## src/rtl/nukv_fifo_arbiter.sv

```systemverilog
// nukv_fifo_arbiter: packet-granular round-robin arbiter that shares one
// nukv_fifogen write port among NUM_PORTS AXI-Stream producers.
//
// Ports:
//   clk, rst_n           clock, async active-low reset
//   s_axis_tdata/tvalid/tlast/tready  per-requester stream (port i at
//                        tdata[i*DATA_SIZE +: DATA_SIZE])
//   m_axis_tdata/tvalid/tlast/tsource to FIFO slave side
//   m_axis_tready        FIFO not full
//   m_axis_talmostfull   FIFO almost full, gates new packets only
//   pkt_count            packets completed since reset, wraps

module nukv_fifo_arbiter #(
  parameter int NUM_PORTS = 4,
  parameter int DATA_SIZE = 64,
  parameter int SRC_BITS  = 2
) (
  input  logic                           clk,
  input  logic                           rst_n,
  input  logic [NUM_PORTS*DATA_SIZE-1:0] s_axis_tdata,
  input  logic [NUM_PORTS-1:0]           s_axis_tvalid,
  input  logic [NUM_PORTS-1:0]           s_axis_tlast,
  output logic [NUM_PORTS-1:0]           s_axis_tready,
  output logic [DATA_SIZE-1:0]           m_axis_tdata,
  output logic                           m_axis_tvalid,
  output logic                           m_axis_tlast,
  output logic [SRC_BITS-1:0]            m_axis_tsource,
  input  logic                           m_axis_tready,
  input  logic                           m_axis_talmostfull,
  output logic [31:0]                    pkt_count
);

  localparam logic [0:0] IDLE = 1'b0;
  localparam logic [0:0] BUSY = 1'b1;

  logic [0:0]          state;
  logic [SRC_BITS-1:0] grant;
  logic [SRC_BITS-1:0] last_grant;
  logic [SRC_BITS-1:0] winner;
  logic [SRC_BITS-1:0] idx;
  logic                found;
  logic                busy;
  logic                arb;
  logic                gvalid;
  logic                glast;
  logic                xfer;

  assign busy   = (state == BUSY);
  assign gvalid = s_axis_tvalid[grant];
  assign glast  = s_axis_tlast[grant];
  assign xfer   = busy & gvalid & m_axis_tready;

  // Almost-full only blocks the start of a packet; the FIFO's
  // headroom absorbs the rest of a packet already in flight.
  assign arb = found & ~m_axis_talmostfull;

  // Scan upward from the port after the last winner, wrapping.
  always_comb begin
    winner = last_grant;
    found  = 1'b0;
    idx    = '0;
    for (int k = 1; k <= NUM_PORTS; k++) begin
      idx = SRC_BITS'((int'(last_grant) + k) % NUM_PORTS);
      if (!found && s_axis_tvalid[idx]) begin
        winner = idx;
        found  = 1'b1;
      end
    end
  end

  always_ff @(posedge clk or negedge rst_n) begin
    if (!rst_n) begin
      state      <= IDLE;
      grant      <= '0;
      last_grant <= SRC_BITS'(NUM_PORTS - 1);
      pkt_count  <= '0;
    end else begin
      unique case (1'b1)
        !busy: begin
          if (arb) begin
            grant <= winner;
            state <= BUSY;
          end
        end
        busy: begin
          if (xfer && glast) begin
            state      <= IDLE;
            last_grant <= grant;
            pkt_count  <= pkt_count + 32'd1;
          end
        end
      endcase
    end
  end

  assign m_axis_tdata =
    s_axis_tdata[int'(grant)*DATA_SIZE +: DATA_SIZE];
  assign m_axis_tlast   = glast & busy;
  assign m_axis_tsource = grant;

  // The FIFO writes on valid alone, so valid must already
  // include its not-full signal.
  assign m_axis_tvalid = xfer;

  always_comb begin
    s_axis_tready = '0;
    if (busy && m_axis_tready) begin
      s_axis_tready[grant] = 1'b1;
    end
  end

endmodule
```

## config.mk

```make
export PLATFORM = sky130hd
export DESIGN_NAME = nukv_fifo_arbiter
export DESIGN_NICKNAME = d
export VERILOG_FILES = /design/src/rtl/nukv_fifo_arbiter.sv
export SDC_FILE = /design/constraint.sdc
export NUM_CORES = 1
export LEC_CHECK = 0
export ABC_AREA = 1
export BUFFER_PORTS_ARGS = -buffer_cell sky130_fd_sc_hd__buf_2
export CAP_MARGIN = 25
export CORE_AREA = 4 4 141 143
export CTS_BUF_LIST = sky130_fd_sc_hd__clkbuf_8
export DETAILED_ROUTE_END_ITERATION = 8
export DIE_AREA = 0 0 145 147
export GPL_TIMING_DRIVEN = 0
export SYNTH_ARGS = -nofsm -noshare
export SYNTH_HDL_FRONTEND = slang
export SYNTH_SLANG_ARGS = --single-unit
```

## constraint.sdc

```tcl
create_clock -name clk -period 4.4 [get_ports clk]
set_input_delay 0.66 -clock clk [delete_from_list [all_inputs] [get_ports clk]]
set_output_delay 0.66 -clock clk [all_outputs]
set_load 0.005 [all_outputs]
```

# Yosys cells after proc, flatten, opt, wreduce, memory -nomap -nowiden
# Cells that the tools add are included.
# totals
input_bits,268
output_inout_bits,104
elab_cells,60
reg_bits,37
# op_classes
n_reduce_logical,12
n_bitwise,6
mux,26
order_cmp,6
shifts,1
add_sub_neg,5
# ops
cell,count
variable part select 256 x 9 -> 64 bit,1
"adder 32 x 1 -> 32 bit, second input constant",1
"less-than comparator 2 x 3 -> 1 bit, second input constant",5
2-to-1 mux 1 bit,13
binary-select mux 1 bit (select 2 bit),6
2-to-1 mux 2 bit,4
logical AND 1 bit,6
"adder 2 x 1 -> 2 bit, second input constant",2
"adder 2 bit, second input constant",2
bitwise AND 1 bit,4
logical NOT 1 bit,4
2-to-1 mux 4 bit,1
AND reduction 2 bit,2
demux 1 bit (select 2 bit),1
">= comparator 2 x 1 -> 1 bit, second input constant",1
inverter 1 bit,2
case mux 1 bit (2 select lines),1

# Longest topological paths before layout
# logic_depth
ltp_word,16
depth_mapped,12

# Worst setup path after synthesis
# OpenSTA, ideal clock, no wires.
# synth_path
path_type,register -> output
from,register grant[1] (netlist: m_axis_tsource[1])
to,output port m_axis_tdata[15]
stages_incl_launch_ff,6
arrival_time_ns,1.274
slack_ns,2.466
n_path_buf,2
cell_sequence,dfrtp_1 -> nor2_1 -> buf_2 -> buf_1 -> a22oi_1 -> nand3_1
# synth_via
elab_chain_cells,1
# synth_lines
item,line,text
from (decl),37,logic [SRC_BITS-1:0] grant;
from (signal assigned),81,grant <= winner;
variable part select 256 x 9 -> 64 bit,97,s_axis_tdata[int'(grant)*DATA_SIZE +: DATA_SIZE];
to (decl),24,"output logic [DATA_SIZE-1:0] m_axis_tdata,"
# No other way between the ends.

# Final worst setup path
# layout_path
from,register grant[0] (netlist: m_axis_tsource[0])
to,output port m_axis_tdata[4]
# The elaborated chain is that of the path after synthesis.

==> results.py <==
metrics = {
    "clocking": {
        "cts_buffer_depth": 2,
        "cts_tree": "built",
        "cts.htree.levels": 2,
        "ctsResizeCount": 0,
        "cts_buffers": 5,
        "cts.sinks": 37,
        "clk_root_buffer_cell": "clkbuf_8",
        "post_cts.repair.setup_buffers": 0,
        "clk_latency_ns": 0.29,
        "clk_pin_slew_worst_paths_ns": 0.08,
        "postCtsHoldBufs": 0,
    },
    "synthesis": {
        "yosysSeqAreaShare_pct": 23.2,
        "synth-seq-cells": 37,
        "synth_mux_area_share_pct": 0,
        "synthAdderAreaFrac_pct": 0.313,
        "synth-compound-area-share_pct": 19.3,
        "ys_types": 27,
        "synth_top_area_cell": "nand2_1",
        "syn_avg_cell_area_um2": 5.84,
        "synth_cells": 684,
        "netlist.area_leader.share_pct": 30.5,
        "synth_nets": 953,
        "ys_warn_count": 0,
        "synth-xor-area-share_pct": 3.51,
        "synth_simple_gate_area_share_pct": 44.7,
        "synth_area_um2": 4000,
        "yosys-top-cells-area": "nand2_1, dfrtp_1, a22oi_1, nand3_1, nor2_1",
        "synth_top_family_by_area": "simple AND/OR/NAND/NOR gates",
    },
    "critical_path": {
        "crit_arrival_ns": 2.76,
        "path_class": "reg2out",
        "startpoint_type": "flip-flop",
        "required_ns": 3.74,
        "cp_max_fo": 10,
        "endpoint_kind": "output pin",
        "r2r_slack_ns": 2.52,
    },
    "floorplan": {
        "start_util_pct": 21.5,
        "die_h_um": 147,
        "core_area_um2": 18600,
        "design.die.area_um2": 21300,
        "die_w_um": 145,
        "io_pins": 372,
        "num_rows": 50,
    },
    "place": {
        "pre_cts_ws_ns": 1.32,
        "gp_congestion": 0.938,
        "portBuffers": 371,
        "place_hpwl_um": 25400,
    },
    "layout": {
        "fillerInstances": 2191,
        "regArea_um2": 928,
        "syn_to_final_growth_pct": 56.1,
        "layout.nets": 1331,
        "multiInputGateArea_um2": 2710,
        "drive_gt1_share_pct": 38.7,
    },
    "timing": {
        "drv_slew": 0,
        "fin_ws_ns": 0.976,
        "worstMarginPinSlew_ns": 0.872,
        "tns_ns": 0,
        "slew_headroom_pct": 41.9,
        "hold_viol": 0,
        "finClkSkew_ns": 0.00493,
        "setup_viol": 0,
        "fmax_mhz": 292,
        "finalCritPeriodShare_pct": 77.8,
        "min_period_ns": 3.42,
        "rsz0062_at_grt": "false",
        "whs_ns": 0.477,
    },
    "route": {
        "first_pass_iters": 5,
        "via_count": 6248,
        "wl_um": 28900,
        "post_drt_wl_per_cell_um": 22.2,
        "drc": 0,
        "vias_per_cell": 4.80,
        "ant_nets": 0,
        "drtIter0Drc": 335,
    },
    "grt": {
        "track_usage_pct": 25.6,
        "antenna_found_initial": 38,
        "overflow": 0,
        "grt_max_degree": 38,
        "grt_pass1_wl_um": 40400,
        "grt_pass1_vias": 5953,
    },
    "job": {
        "maxCapViolCount": 0,
    },
    "power": {
        "ir_worst_vdd_mv": 0.189,
        "leakage_nw": 3.55,
        "power.density_nw_per_um2": 452,
    },
    "min_path": {
        "holdCritPathClass": "in2async",
    },
    "status": {
        "outcome": "complete, no violations",
    },
}
[state kept, by name, indices dropped and copies added, names as in the netlist]
register,count
m_axis_tsource,2
last_grant,2
pkt_count,32
busy,1
[power breakdown]
part	switching, W	leakage (nW)	internal (W)
combinational	0.00133	3.00	0.000827
sequential	0.0000495	0.500	0.000381
clock	0.000127	0.0520	0.000106
[worst max-delay path: stages (launching register included)]
cell	delay, ns
dfrtp_1	0.49
nor2_1	0.36
buf_2	0.32
buf_1	0.53
a22oi_1	0.36
nand2_1	0.25
buf_2	0.15
[cells in the mapped netlist]
cell         n
ha_1         1
inv_2        3
nor2_4       1
xor2_1      13
xnor2_1      3
o2111ai_1    1
and2_0       1
nand3b_1     3
nand3_1     50
dfstp_2      2
dfrtp_1     35
clkbuf_1     3
nor3_1      13
buf_2       19
o21ai_0      4
nand2_1    325
nor2_2       2
nand3_2      1
a22oi_1     97
o211ai_1     1
buf_4        5
inv_1       42
buf_6        1
nor2_1      45
nand4_1      3
o21ai_2      1
buf_1        9
[layer usage]
layer / global-route usage [%] / share of wire (%) / wire length [um]
met5: 0 / 1.4 / 403
met1: 30.2 / 39 / 11300
met2: 37.6 / 41 / 11900
met4: 3.66 / 1.6 / 476
met3: 20.0 / 17 / 4820
[cells in the final DEF, fill, tap and decap left out]
cell type,instances
ha_1,1
xor2_1,13
clkbuf_8,5
nor2_2,2
a22oi_1,97
inv_2,3
inv_1,45
buf_1,9
nor3_1,13
nor2_1,45
o211ai_1,1
nand2_1,325
buf_6,1
dfrtp_1,35
and2_0,1
dfstp_2,2
nand4_1,3
buf_2,390
o21ai_2,1
nand3_2,1
clkbuf_1,3
xnor2_1,3
diode_2,5
buf_4,5
nand3b_1,3
o2111ai_1,1
nor2_4,1
nand3_1,50
o21ai_0,4
[path summary, 6_finish.rpt]
check | start | to | cells after the start
min reg2reg | pkt_count[30] | pkt_count[30] | 2
min in group clk | pkt_count[30] | pkt_count[30] | 2
max in group asynchronous | rst_n | pkt_count[0] | 1
max reg2reg | m_axis_tsource[0] | pkt_count[18] | 8
min | rst_n | pkt_count[8] | 1
max | m_axis_tsource[0] | m_axis_tdata[4] | 6
[cell type report]
type,instances,area share [%]
diodes,5,0.201
plain buffers,37,3.03
clock buffers,5,1.10
clock inverters,3,0.180
inverters,45,2.71
multi-input cells,565,43.5
flip-flops and latches,37,14.9
well taps,234,4.69
repair buffers,371,29.8
[through the flow]
| stage | total power (W) | cells | area, um^2 | utilization (%) |
|---|---|---|---|---|
| after global placement | 0.00261 | 1289 | 6150 | 33.1 |
| after detailed placement | 0.00260 | 1289 | 6150 | 33.1 |
| after global routing | 0.00306 | 1298 | 6230 | 33.5 |
| after floorplan | 0.00155 | 684 | 4000 | - |
| final | 0.00282 | 1302 | 6240 | 33.6 |
| after CTS | 0.00284 | 1297 | 6230 | 33.5 |
[kinds of logic (layout without fill, tap and decap cells)]
group / Yosys count / in the layout
XOR/XNOR: 16 / 16
AO/OA/AOI/OAI: 104 / 104
AND/OR/NAND/NOR: 444 / 444
buffers and inverters: 82 / 461
other: 0 / 5
flip-flops: 37 / 37
adder cells (fa/ha/maj): 1 / 1
(Power assumes the default switching activity.)
